$ cat config.mk
export PLATFORM = sky130hd
export DESIGN_NAME = fizzbuzz_emitter
export DESIGN_NICKNAME = d
export VERILOG_FILES = /design/src/rtl/fizzbuzz_emitter.sv
export SDC_FILE = /design/constraint.sdc
export NUM_CORES = 1
export LEC_CHECK = 0
export CORE_AREA = 2 2 90 92
export CTS_CLUSTER_DIAMETER = 60
export DETAILED_ROUTE_END_ITERATION = 8
export DIE_AREA = 0 0 92 94
export PLACE_DENSITY = 0.6
export SYNTH_ARGS = -nofsm -noshare
export SYNTH_HDL_FRONTEND = slang
export SYNTH_SLANG_ARGS = --single-unit
export TNS_END_PERCENT = 50
$ cat constraint.sdc
create_clock -name clk -period 3.3 [get_ports clk]
set_input_delay 0.33 -clock clk [delete_from_list [all_inputs] [get_ports clk]]
set_output_delay 0.33 -clock clk [all_outputs]
set_load 0.005 [all_outputs]
$ cat src/rtl/fizzbuzz_emitter.sv
// Serialises one classified number per handshake into an ASCII line
// ("Fizz", "Buzz", "FizzBuzz" or decimal digits) followed by a separator byte.
module fizzbuzz_emitter #(
  parameter logic [7:0] SEP      = 8'h0A,
  parameter logic       CHECK_EN = 1'b1
) (
  input  logic       clk,
  input  logic       rst_n,
  input  logic       in_valid,
  output logic       in_ready,
  input  logic [7:0] in_number,
  input  logic       in_fizz,
  input  logic       in_buzz,
  output logic       out_valid,
  input  logic       out_ready,
  output logic [7:0] out_data,
  output logic       out_last,
  output logic       err
);

  typedef enum logic [1:0] {
    ST_IDLE   = 2'd0,
    ST_TEXT   = 2'd1,
    ST_DIGITS = 2'd2,
    ST_SEP    = 2'd3
  } state_t;

  state_t     state_r, state_nx_s;
  logic [2:0] idx_r, idx_nx_s;
  logic       fizz_r, fizz_nx_s;
  logic       buzz_r, buzz_nx_s;
  logic [3:0] hun_r, hun_nx_s;
  logic [3:0] ten_r, ten_nx_s;
  logic [3:0] one_r, one_nx_s;
  logic       in_ready_r, in_ready_nx_s;
  logic       out_valid_r, out_valid_nx_s;
  logic [7:0] out_data_r, out_data_nx_s;
  logic       out_last_r, out_last_nx_s;
  logic       err_r, err_nx_s;

  logic       accept_s;
  logic       take_s;
  logic [3:0] in_hun_s, in_ten_s, in_one_s;
  logic [2:0] in_pos_s;
  logic [2:0] text_last_s;

  // "Buzz" alone reuses the second half of "FizzBuzz"
  function automatic logic [7:0] text_byte(input logic fz, input logic bz,
                                           input logic [2:0] idx);
    logic [2:0] k;
    k = (bz && !fz) ? (idx + 3'd4) : idx;
    case (k)
      3'd0:    text_byte = 8'h46;
      3'd1:    text_byte = 8'h69;
      3'd2:    text_byte = 8'h7A;
      3'd3:    text_byte = 8'h7A;
      3'd4:    text_byte = 8'h42;
      3'd5:    text_byte = 8'h75;
      3'd6:    text_byte = 8'h7A;
      3'd7:    text_byte = 8'h7A;
      default: text_byte = 8'h00;
    endcase
  endfunction

  function automatic logic [7:0] digit_byte(input logic [3:0] h, input logic [3:0] t,
                                            input logic [3:0] o, input logic [2:0] pos);
    logic [3:0] d;
    case (pos)
      3'd0:    d = h;
      3'd1:    d = t;
      default: d = o;
    endcase
    digit_byte = 8'h30 + {4'h0, d};
  endfunction

  function automatic logic flags_bad(input logic [7:0] n, input logic fz, input logic bz);
    logic div3;
    logic div5;
    div3 = ((n % 8'd3) == 8'd0);
    div5 = ((n % 8'd5) == 8'd0);
    flags_bad = (fz != div3) || (bz != div5);
  endfunction

  assign accept_s    = in_valid && in_ready_r;
  assign take_s      = out_valid_r && out_ready;
  assign text_last_s = (fizz_r && buzz_r) ? 3'd7 : 3'd3;

  // Decimal split of the incoming number; in_pos_s is the first non-suppressed digit
  always_comb begin
    in_hun_s = 4'(in_number / 8'd100);
    in_ten_s = 4'((in_number / 8'd10) % 8'd10);
    in_one_s = 4'(in_number % 8'd10);
    if (in_number >= 8'd100) begin
      in_pos_s = 3'd0;
    end else if (in_number >= 8'd10) begin
      in_pos_s = 3'd1;
    end else begin
      in_pos_s = 3'd2;
    end
  end

  // Next-state and next-output logic
  always_comb begin
    state_nx_s     = state_r;
    idx_nx_s       = idx_r;
    fizz_nx_s      = fizz_r;
    buzz_nx_s      = buzz_r;
    hun_nx_s       = hun_r;
    ten_nx_s       = ten_r;
    one_nx_s       = one_r;
    in_ready_nx_s  = in_ready_r;
    out_valid_nx_s = out_valid_r;
    out_data_nx_s  = out_data_r;
    out_last_nx_s  = out_last_r;
    case (state_r)
      ST_IDLE: begin
        if (accept_s) begin
          fizz_nx_s      = in_fizz;
          buzz_nx_s      = in_buzz;
          hun_nx_s       = in_hun_s;
          ten_nx_s       = in_ten_s;
          one_nx_s       = in_one_s;
          in_ready_nx_s  = 1'b0;
          out_valid_nx_s = 1'b1;
          out_last_nx_s  = 1'b0;
          if (in_fizz || in_buzz) begin
            state_nx_s    = ST_TEXT;
            idx_nx_s      = 3'd0;
            out_data_nx_s = text_byte(in_fizz, in_buzz, 3'd0);
          end else begin
            state_nx_s    = ST_DIGITS;
            idx_nx_s      = in_pos_s;
            out_data_nx_s = digit_byte(in_hun_s, in_ten_s, in_one_s, in_pos_s);
          end
        end else begin
          in_ready_nx_s  = 1'b1;
          out_valid_nx_s = 1'b0;
          out_data_nx_s  = 8'h00;
          out_last_nx_s  = 1'b0;
        end
      end
      ST_TEXT: begin
        if (take_s && (idx_r == text_last_s)) begin
          state_nx_s    = ST_SEP;
          out_data_nx_s = SEP;
          out_last_nx_s = 1'b1;
        end else if (take_s) begin
          idx_nx_s      = idx_r + 3'd1;
          out_data_nx_s = text_byte(fizz_r, buzz_r, idx_r + 3'd1);
        end else begin
          out_data_nx_s = out_data_r;
        end
      end
      ST_DIGITS: begin
        if (take_s && (idx_r == 3'd2)) begin
          state_nx_s    = ST_SEP;
          out_data_nx_s = SEP;
          out_last_nx_s = 1'b1;
        end else if (take_s) begin
          idx_nx_s      = idx_r + 3'd1;
          out_data_nx_s = digit_byte(hun_r, ten_r, one_r, idx_r + 3'd1);
        end else begin
          out_data_nx_s = out_data_r;
        end
      end
      ST_SEP: begin
        if (take_s) begin
          state_nx_s     = ST_IDLE;
          in_ready_nx_s  = 1'b1;
          out_valid_nx_s = 1'b0;
          out_data_nx_s  = 8'h00;
          out_last_nx_s  = 1'b0;
        end else begin
          out_data_nx_s = out_data_r;
        end
      end
      default: begin
        state_nx_s     = ST_IDLE;
        in_ready_nx_s  = 1'b0;
        out_valid_nx_s = 1'b0;
        out_data_nx_s  = 8'h00;
        out_last_nx_s  = 1'b0;
      end
    endcase
  end

  // Sticky checker: flags are emitted as given, only the mismatch is recorded
  always_comb begin
    if (CHECK_EN && accept_s && flags_bad(in_number, in_fizz, in_buzz)) begin
      err_nx_s = 1'b1;
    end else begin
      err_nx_s = err_r;
    end
  end

  // State and output registers
  always_ff @(posedge clk or negedge rst_n) begin
    if (!rst_n) begin
      state_r     <= ST_IDLE;
      idx_r       <= 3'd0;
      fizz_r      <= 1'b0;
      buzz_r      <= 1'b0;
      hun_r       <= 4'd0;
      ten_r       <= 4'd0;
      one_r       <= 4'd0;
      in_ready_r  <= 1'b0;
      out_valid_r <= 1'b0;
      out_data_r  <= 8'h00;
      out_last_r  <= 1'b0;
      err_r       <= 1'b0;
    end else begin
      state_r     <= state_nx_s;
      idx_r       <= idx_nx_s;
      fizz_r      <= fizz_nx_s;
      buzz_r      <= buzz_nx_s;
      hun_r       <= hun_nx_s;
      ten_r       <= ten_nx_s;
      one_r       <= one_nx_s;
      in_ready_r  <= in_ready_nx_s;
      out_valid_r <= out_valid_nx_s;
      out_data_r  <= out_data_nx_s;
      out_last_r  <= out_last_nx_s;
      err_r       <= err_nx_s;
    end
  end

  assign in_ready  = in_ready_r;
  assign out_valid = out_valid_r;
  assign out_data  = out_data_r;
  assign out_last  = out_last_r;
  assign err       = err_r;

endmodule

==> results.sh, run 1 <==
export IMPL_power_per_cell_area_nw_per_um2=588
export IMPL_synth_sequential_area_ratio_pct=20.8
export IMPL_ratio_of_routed_vias_to_standard_cells=5.84
export IMPL_multiInputGateArea_um2=2530
export IMPL_dieWidth_um=92
export IMPL_placement_row_count=32
export IMPL_cts_inserted_buffers=3
export IMPL_regToRegEndpoint="out_data[3]"
export IMPL_floorplan_core_area_um2=7610
export IMPL_final_area_um2=4460
export IMPL_vias=3647
export IMPL_min_period_ps=3230
export IMPL_netlist_cell_type_count=75
export IMPL_grt_start_max_net_pins=29
export IMPL_total_of_warnings_raised_by_yosys=0
export IMPL_reg2reg_depth=9
export IMPL_nFillCells=735
export IMPL_synthesis_area_per_instance_um2=7.83
export IMPL_flow_area_growth_from_synthesis_pct=32.6
export IMPL_count_of_flip_flops_with_a_built_in_enable_after_synthesis=0
export IMPL_grt_use_total_pct=23.7
export IMPL_post_synth_top_area_cell="sky130_fd_sc_hd__dfrtp_1"
export IMPL_timing_max_slew_rel_slack_pct=64.0
export IMPL_drt_wirelength_per_cell_um=16.0
export IMPL_wl_met1_um=4510
export IMPL_ys_top_cells_by_area="sky130_fd_sc_hd__dfrtp_1, sky130_fd_sc_hd__ha_1, sky130_fd_sc_hd__o21ai_0"
export IMPL_reg2reg_setup_slack_ps=810
export IMPL_share_of_layout_cells_above_drive_strength_1_pct=27.4
export IMPL_grt_pass1_wl_um=17000
export IMPL_final_period_utilization_pct=97.8
export IMPL_i_o_pins=26
export IMPL_synth_cells=429
export IMPL_clockBufferDepth=2
export IMPL_dr_first_iter_drc_count=135
export IMPL_fin_total_pwr_mw=2.62
export IMPL_netlist_top_cells_count="sky130_fd_sc_hd__nor2_1, sky130_fd_sc_hd__dfrtp_1, sky130_fd_sc_hd__o21ai_0"
export IMPL_worst_endpoint_required_ps=3500
export IMPL_clk_insertion_delay_late_ps=270
export IMPL_dp_hpwl_um=7860
export IMPL_most_repeated_cell_in_the_gate_level_netlist_after_synthesis="sky130_fd_sc_hd__nor2_1"
export IMPL_report_final_hold_viol_count=0
export IMPL_worst_slew_pin_slew_ps=538
export IMPL_setup_repair_after_global_routing_missed_its_margin="yes"
export IMPL_timing_final_setup_violations=0
export IMPL_seqCellArea_um2=701
export IMPL_max_freq_mhz=310
export IMPL_skew_ps=5.86
export IMPL_cpMaxStageDelayCell="sky130_fd_sc_hd__or4_1"
export IMPL_timing_critical_path_fanout_max=5
export IMPL_status="completed"
export IMPL_overflow=0
export IMPL_met3_length_um=278
export IMPL_cts_htree_levels=1
export IMPL_netlist_area_um2=3360
export IMPL_maxCapViolCount=0
export IMPL_endpoint_kind="flip-flop"
export IMPL_final_net_count=557
export IMPL_cp_data_arrival_time_ps=3430
export IMPL_worst_hold_path_type="input pin to asynchronous set/reset pin"
export IMPL_portBuffers=24
export IMPL_num_antenna_cells=0
export IMPL_final_weighted_congestion_in_routability_driven_placement=0.909
export IMPL_critical_path_top_delay_family="compound AO/OA/AOI/OAI gates"
export IMPL_cts_hold_buffers=0
export IMPL_tritoncts="built"
export IMPL_post_syn_nets=463
export IMPL_initial_core_util_pct=44.2
export IMPL_clk_root_buffer_cell="sky130_fd_sc_hd__clkbuf_8"
export IMPL_ys_async_sr_fraction_pct=100
export IMPL_number_of_antenna_violations_at_the_first_check_in_global_routing=0
export IMPL_crit_buf_inv=2
export IMPL_reg_clk_slew_reported_paths_ps=100
export IMPL_ys_ff_latch=28
export IMPL_dieArea_um2=8650
export IMPL_route_antenna_remaining_nets=0
export IMPL_r2r_start="idx_r[0]"
export IMPL_cts_sinks=28
export IMPL_drt_total_wl_um=9980
export IMPL_detail_route_first_pass_iterations=4
export IMPL_synthFlopType="sky130_fd_sc_hd__dfrtp_1"
export IMPL_route_detailed_drc=0
export IMPL_synth_top_area_share_pct=20.8
export IMPL_timing_worst_setup_path_type="input pin to flip-flop"
export IMPL_crit_path_cell_trace="buf_2 > buf_4 > nor2b_2 > a22oi_2 > o32ai_1 > o21a_1 > nor2_2 > ha_2 > nor2_1 > o21ai_1 > o21a_1 > nand2b_4 > xnor2_2 > ha_2 > nand2_1 > a2111o_1 > o211a_1 > a21o_1 > or4_1 > o2111ai_1"
export IMPL_met2_length_um=5060
export IMPL_cpPeakStageDelay_ps=400
export IMPL_via_count_of_the_first_global_routing_pass=3625
export IMPL_p_leak_nw=1.95
export IMPL_die_height_um=94
export IMPL_final_max_slew_viol_count=0
export IMPL_ir_drop_mv=0.265
export IMPL_worstSetupStartpointType="input pin"
export IMPL_top_signal_layer_used="met4"
export IMPL_detailed_place_area_um2=4310
==> metal layers <==
layer / track usage (%) / vias up
li1: - / 1806
met3: 2.09 / 12
met5: 0 / -
met4: 4.35 / 0
met2: 43.9 / 80
met1: 30.2 / 1749
==> how the worst max path moves through the flow <==
stage	startpoint	end	cells past startpoint
final	in_number[6]	err	20
after global routing	in_number[4]	err	19
after CTS	in_number[3]	err	19
after detailed placement	in_number[5]	err	17
after global placement	in_number[4]	err	17
after floorplan	in_number[3]	err	19
==> state kept, by name, summed over array words and instances (netlist names) <==
signal     count
out_valid      1
fizz_r         1
buzz_r         1
err            1
idx_r          3
hun_r          2
state_r        2
out_data       7
in_ready       1
out_last       1
ten_r          4
one_r          4
==> area by class of cell <==
type                    instances  area share (%)
inverters                      22            1.85
repair buffers                120            21.5
well taps                     102            2.86
flip-flops and latches         28            15.7
multi-input cells             348            56.9
clock buffers                   4            1.24
==> worst register-to-register path, delay by kind of cell, from the launching register on <==
kind,cells,cell delay (ps)
AO/OA/AOI/OAI,5,1100
adder cells (fa/ha/maj),1,350
flip-flops,1,420
AND/OR/NAND/NOR,3,500
==> placed cells by master, fill, tap and decap left out, drive strengths merged, types with 4 or more instances in the layout <==
cell and n:
a211oi 4, a21o 5, a21oi 24, a22o 5, a22oi 5, a31oi 10
a32oi 5, and2 5, buf 100, clkbuf 5, clkdlybuf4s50 18, dfrtp 28
ha 20, inv 20, mux2 7, mux2i 9, nand2 26, nand2b 12
nand3 19, nand3b 5, nor2 29, nor2b 9, nor3 8, nor3b 7
nor4b 4, o211ai 5, o21a 6, o21ai 32, o221a 4, o221ai 5
o22ai 4, o31ai 8, o32ai 4, or3 4, xnor2 10
==> cells by family after synthesis <==
group | Yosys count | share of synthesized area (%)
multiplexers | 16 | 5.14
adder cells (fa/ha/maj) | 20 | 7.45
AO/OA/AOI/OAI | 152 | 32.4
buffers and inverters | 53 | 6.74
XOR/XNOR | 12 | 3.13
AND/OR/NAND/NOR | 147 | 24.2
other | 1 | 0.112
flip-flops | 28 | 20.8
==> what timing repair did <==
action,in CTS,in global routing
cloned,0,0
endpoints found under the setup margin,3,1
resized for setup,33,9
setup buffers,5,1
pin swaps,12,7
==> through the flow <==
stage,cells,setup slack [ps],setup TNS [ps],hold WS (ps),utilization [%]
6_report,624,71.6,0,430,58.6
4_1_cts,623,3.48,0,444,58.5
3_3_place_gp,615,-683,-1950,468,56.7
2_1_floorplan,429,-108,-108,34.4,-
3_5_place_dp,615,-728,-2080,475,56.7
5_1_grt,624,-86.1,-86.1,467,58.6
==> report_power, final <==
group | internal (mW) | switching [mW]
Sequential | 0.515 | 0.139
Combinational | 0.857 | 0.897
Clock | 0.107 | 0.107
Note: power is estimated with default switching activity, not from simulation.
==> run 2: changes to the inputs <==
--- a/config.mk
+++ b/config.mk
@@ -5,11 +5,13 @@
 export SDC_FILE = /design/constraint.sdc
 export NUM_CORES = 1
 export LEC_CHECK = 0
+export CELL_PAD_IN_SITES_DETAIL_PLACEMENT = 0
+export CELL_PAD_IN_SITES_GLOBAL_PLACEMENT = 1
 export CORE_AREA = 2 2 90 92
 export CTS_CLUSTER_DIAMETER = 60
 export DETAILED_ROUTE_END_ITERATION = 8
 export DIE_AREA = 0 0 92 94
-export PLACE_DENSITY = 0.6
+export PLACE_DENSITY = 0.77
 export SYNTH_ARGS = -nofsm -noshare
 export SYNTH_HDL_FRONTEND = slang
 export SYNTH_SLANG_ARGS = --single-unit
==> results.sh, run 2 (synthesis results as in run 1) <==
export IMPL_dr_first_iter_drc_count=139
export IMPL_placement_row_count=32
export IMPL_nFillCells=721
export IMPL_final_cells=624
export IMPL_setup_repair_after_global_routing_missed_its_margin="yes"
export IMPL_crit_path_cell_trace="buf_2 > and2b_2 > buf_4 > o221a_4 > o21bai_4 > nor2_2 > ha_2 > nor2_1 > o21ai_1 > o21a_1 > nand2b_4 > xnor2_2 > ha_2 > nand2_1 > a2111o_1 > o211a_1 > a21o_1 > or4_1 > o2111ai_2"
export IMPL_regToRegEndpoint="out_data[1]"
export IMPL_place_detailed_instances=613
export IMPL_layout_cells_most_common_list="sky130_fd_sc_hd__buf_4, sky130_fd_sc_hd__nor2_1, sky130_fd_sc_hd__dfrtp_1, sky130_fd_sc_hd__o21ai_0, sky130_fd_sc_hd__nand2_1"
export IMPL_route_detailed_drc=0
export IMPL_i_o_pins=26
export IMPL_vias=3675
export IMPL_via_count_of_the_first_global_routing_pass=3587
export IMPL_grt_use_total_pct=23.6
export IMPL_min_period_ps=3280
export IMPL_r2r_start="idx_r[0]"
export IMPL_reg2reg_setup_slack_ps=710
export IMPL_largest_register_ff_count=7
export IMPL_drt_total_wl_um=10200
export IMPL_cpPeakStageDelay_ps=410
export IMPL_cts_htree_levels=1
export IMPL_floorplan_core_area_um2=7610
export IMPL_final_max_slew_viol_count=0
export IMPL_worstSetupStartpointType="input pin"
export IMPL_clk_insertion_delay_late_ps=280
export IMPL_cts_sinks=28
export IMPL_cpMaxStageDelayCell="sky130_fd_sc_hd__or4_1"
export IMPL_cts_hold_buffers=0
export IMPL_route_antenna_remaining_nets=0
export IMPL_timing_max_slew_rel_slack_pct=61.9
export IMPL_reg_clk_slew_reported_paths_ps=100
export IMPL_reg2reg_depth=10
export IMPL_timing_worst_setup_path_type="input pin to flip-flop"
export IMPL_power_per_cell_area_nw_per_um2=580
export IMPL_tritoncts="built"
export IMPL_overflow=0
export IMPL_clk_root_buffer_cell="sky130_fd_sc_hd__clkbuf_8"
export IMPL_final_period_utilization_pct=99.4
export IMPL_timing_final_setup_violations=0
export IMPL_cts_inserted_buffers=3
export IMPL_final_weighted_congestion_in_routability_driven_placement=0.926
export IMPL_portBuffers=24
export IMPL_dp_hpwl_um=7920
export IMPL_worst_hold_path_type="input pin to asynchronous set/reset pin"
export IMPL_grt_pass1_wl_um=17000
export IMPL_dieArea_um2=8650
export IMPL_max_freq_mhz=305
export IMPL_report_final_hold_viol_count=0
export IMPL_die_height_um=94
export IMPL_crit_buf_inv=2
export IMPL_initial_core_util_pct=44.2
export IMPL_totalNegativeSetupSlack_ps=0
export IMPL_setup_ws_ps=19.2
export IMPL_drt_wirelength_per_cell_um=16.3
export IMPL_critical_path_top_delay_family="compound AO/OA/AOI/OAI gates"
export IMPL_timing_critical_path_fanout_max=8
export IMPL_p_leak_nw=1.96
export IMPL_status="completed"
export IMPL_number_of_antenna_violations_at_the_first_check_in_global_routing=0
export IMPL_grt_start_max_net_pins=29
export IMPL_worst_endpoint_required_ps=3500
export IMPL_worstSetupStartpoint="in_number[5]"
export IMPL_cp_data_arrival_time_ps=3490
export IMPL_share_of_layout_cells_above_drive_strength_1_pct=28.7
export IMPL_crit_top_cell="sky130_fd_sc_hd__ha_2"
export IMPL_worst_slew_pin_slew_ps=568
export IMPL_skew_ps=5.94
export IMPL_place_worst_setup_slack_ps=-762
export IMPL_endpoint_kind="flip-flop"
export IMPL_detail_route_first_pass_iterations=4
export IMPL_ratio_of_routed_vias_to_standard_cells=5.89
export IMPL_clockBufferDepth=2
export IMPL_maxCapViolCount=0
export IMPL_postLayoutCoreUtil_pct=59.3
export IMPL_dieWidth_um=92
export IMPL_num_antenna_cells=0
export IMPL_ir_drop_mv=0.285
export IMPL_layout_commonest_cell="sky130_fd_sc_hd__buf_4"
export IMPL_flow_area_growth_from_synthesis_pct=34.3
export IMPL_final_net_count=557
[run 2: cell count changes in the layout (fill, tap and decap cells not counted), moves of 2 or more]
| cell | change |
|---|---|
| sky130_fd_sc_hd__a21oi_1 | -2 |
| sky130_fd_sc_hd__buf_4 | +2 |
| sky130_fd_sc_hd__buf_6 | -2 |
| sky130_fd_sc_hd__nor2b_2 | -2 |
| sky130_fd_sc_hd__nor2b_4 | +2 |
| sky130_fd_sc_hd__o32ai_1 | -2 |
| sky130_fd_sc_hd__o32ai_2 | +2 |
[run 2: final cells by class]
class	count	area, um^2	share of cell area, %
multi-input cells	348	2600	57.6
repair buffers	120	947	21.0
flip-flops and latches	28	701	15.5
well taps	102	128	2.83
inverters	22	82.6	1.83
clock buffers	4	55.1	1.22
[run 2: through the flow]
stage / power (mW) / hold WS, ps / cell area, um^2
after global placement: 2.33 / 473 / 4300
after CTS: 2.59 / 442 / 4420
after floorplan: 1.79 / 34.4 / 3420
after detailed placement: 2.36 / 480 / 4300
after global routing: 2.85 / 461 / 4510
final: 2.62 / 426 / 4510
[run 2: worst max-delay path by stage]
stage / depth (start not counted) / endpoint / slack [ps]
6_report: 19 / err / 20
5_1_grt: 19 / err / -90
4_1_cts: 19 / err / 2
3_5_place_dp: 17 / err / -760
3_3_place_gp: 17 / err / -720
2_1_floorplan: 19 / err / -110
[run 2: what timing repair did]
item / in CTS / in global routing
pin swaps: 7 / 12
resized for setup: 35 / 19
setup buffers: 6 / 1
endpoints found under the setup margin: 2 / 1
[run 2: layer usage]
metal	vias to the layer above	global-route usage (%)	part of all wire, %
li1	1809	-	-
met1	1786	29.6	45
met2	58	43.4	51
met3	22	1.69	2.4
met4	0	6.59	2.1
met5	-	0	0
[run 2: report_power, final]
part / switching (mW) / total [mW] / internal (mW)
Combinational: 0.896 / 1.75 / 0.851
Clock: 0.110 / 0.217 / 0.107
Sequential: 0.138 / 0.653 / 0.515
==> run 3: changes to the inputs <==
--- a/config.mk
+++ b/config.mk
@@ -12,6 +12,7 @@
 export DETAILED_ROUTE_END_ITERATION = 8
 export DIE_AREA = 0 0 92 94
 export PLACE_DENSITY = 0.77
+export SLEW_MARGIN = 15
 export SYNTH_ARGS = -nofsm -noshare
 export SYNTH_HDL_FRONTEND = slang
 export SYNTH_SLANG_ARGS = --single-unit
==> results of run 3 <==
The final DEF is identical to that of run 2; final timing and power are the same.
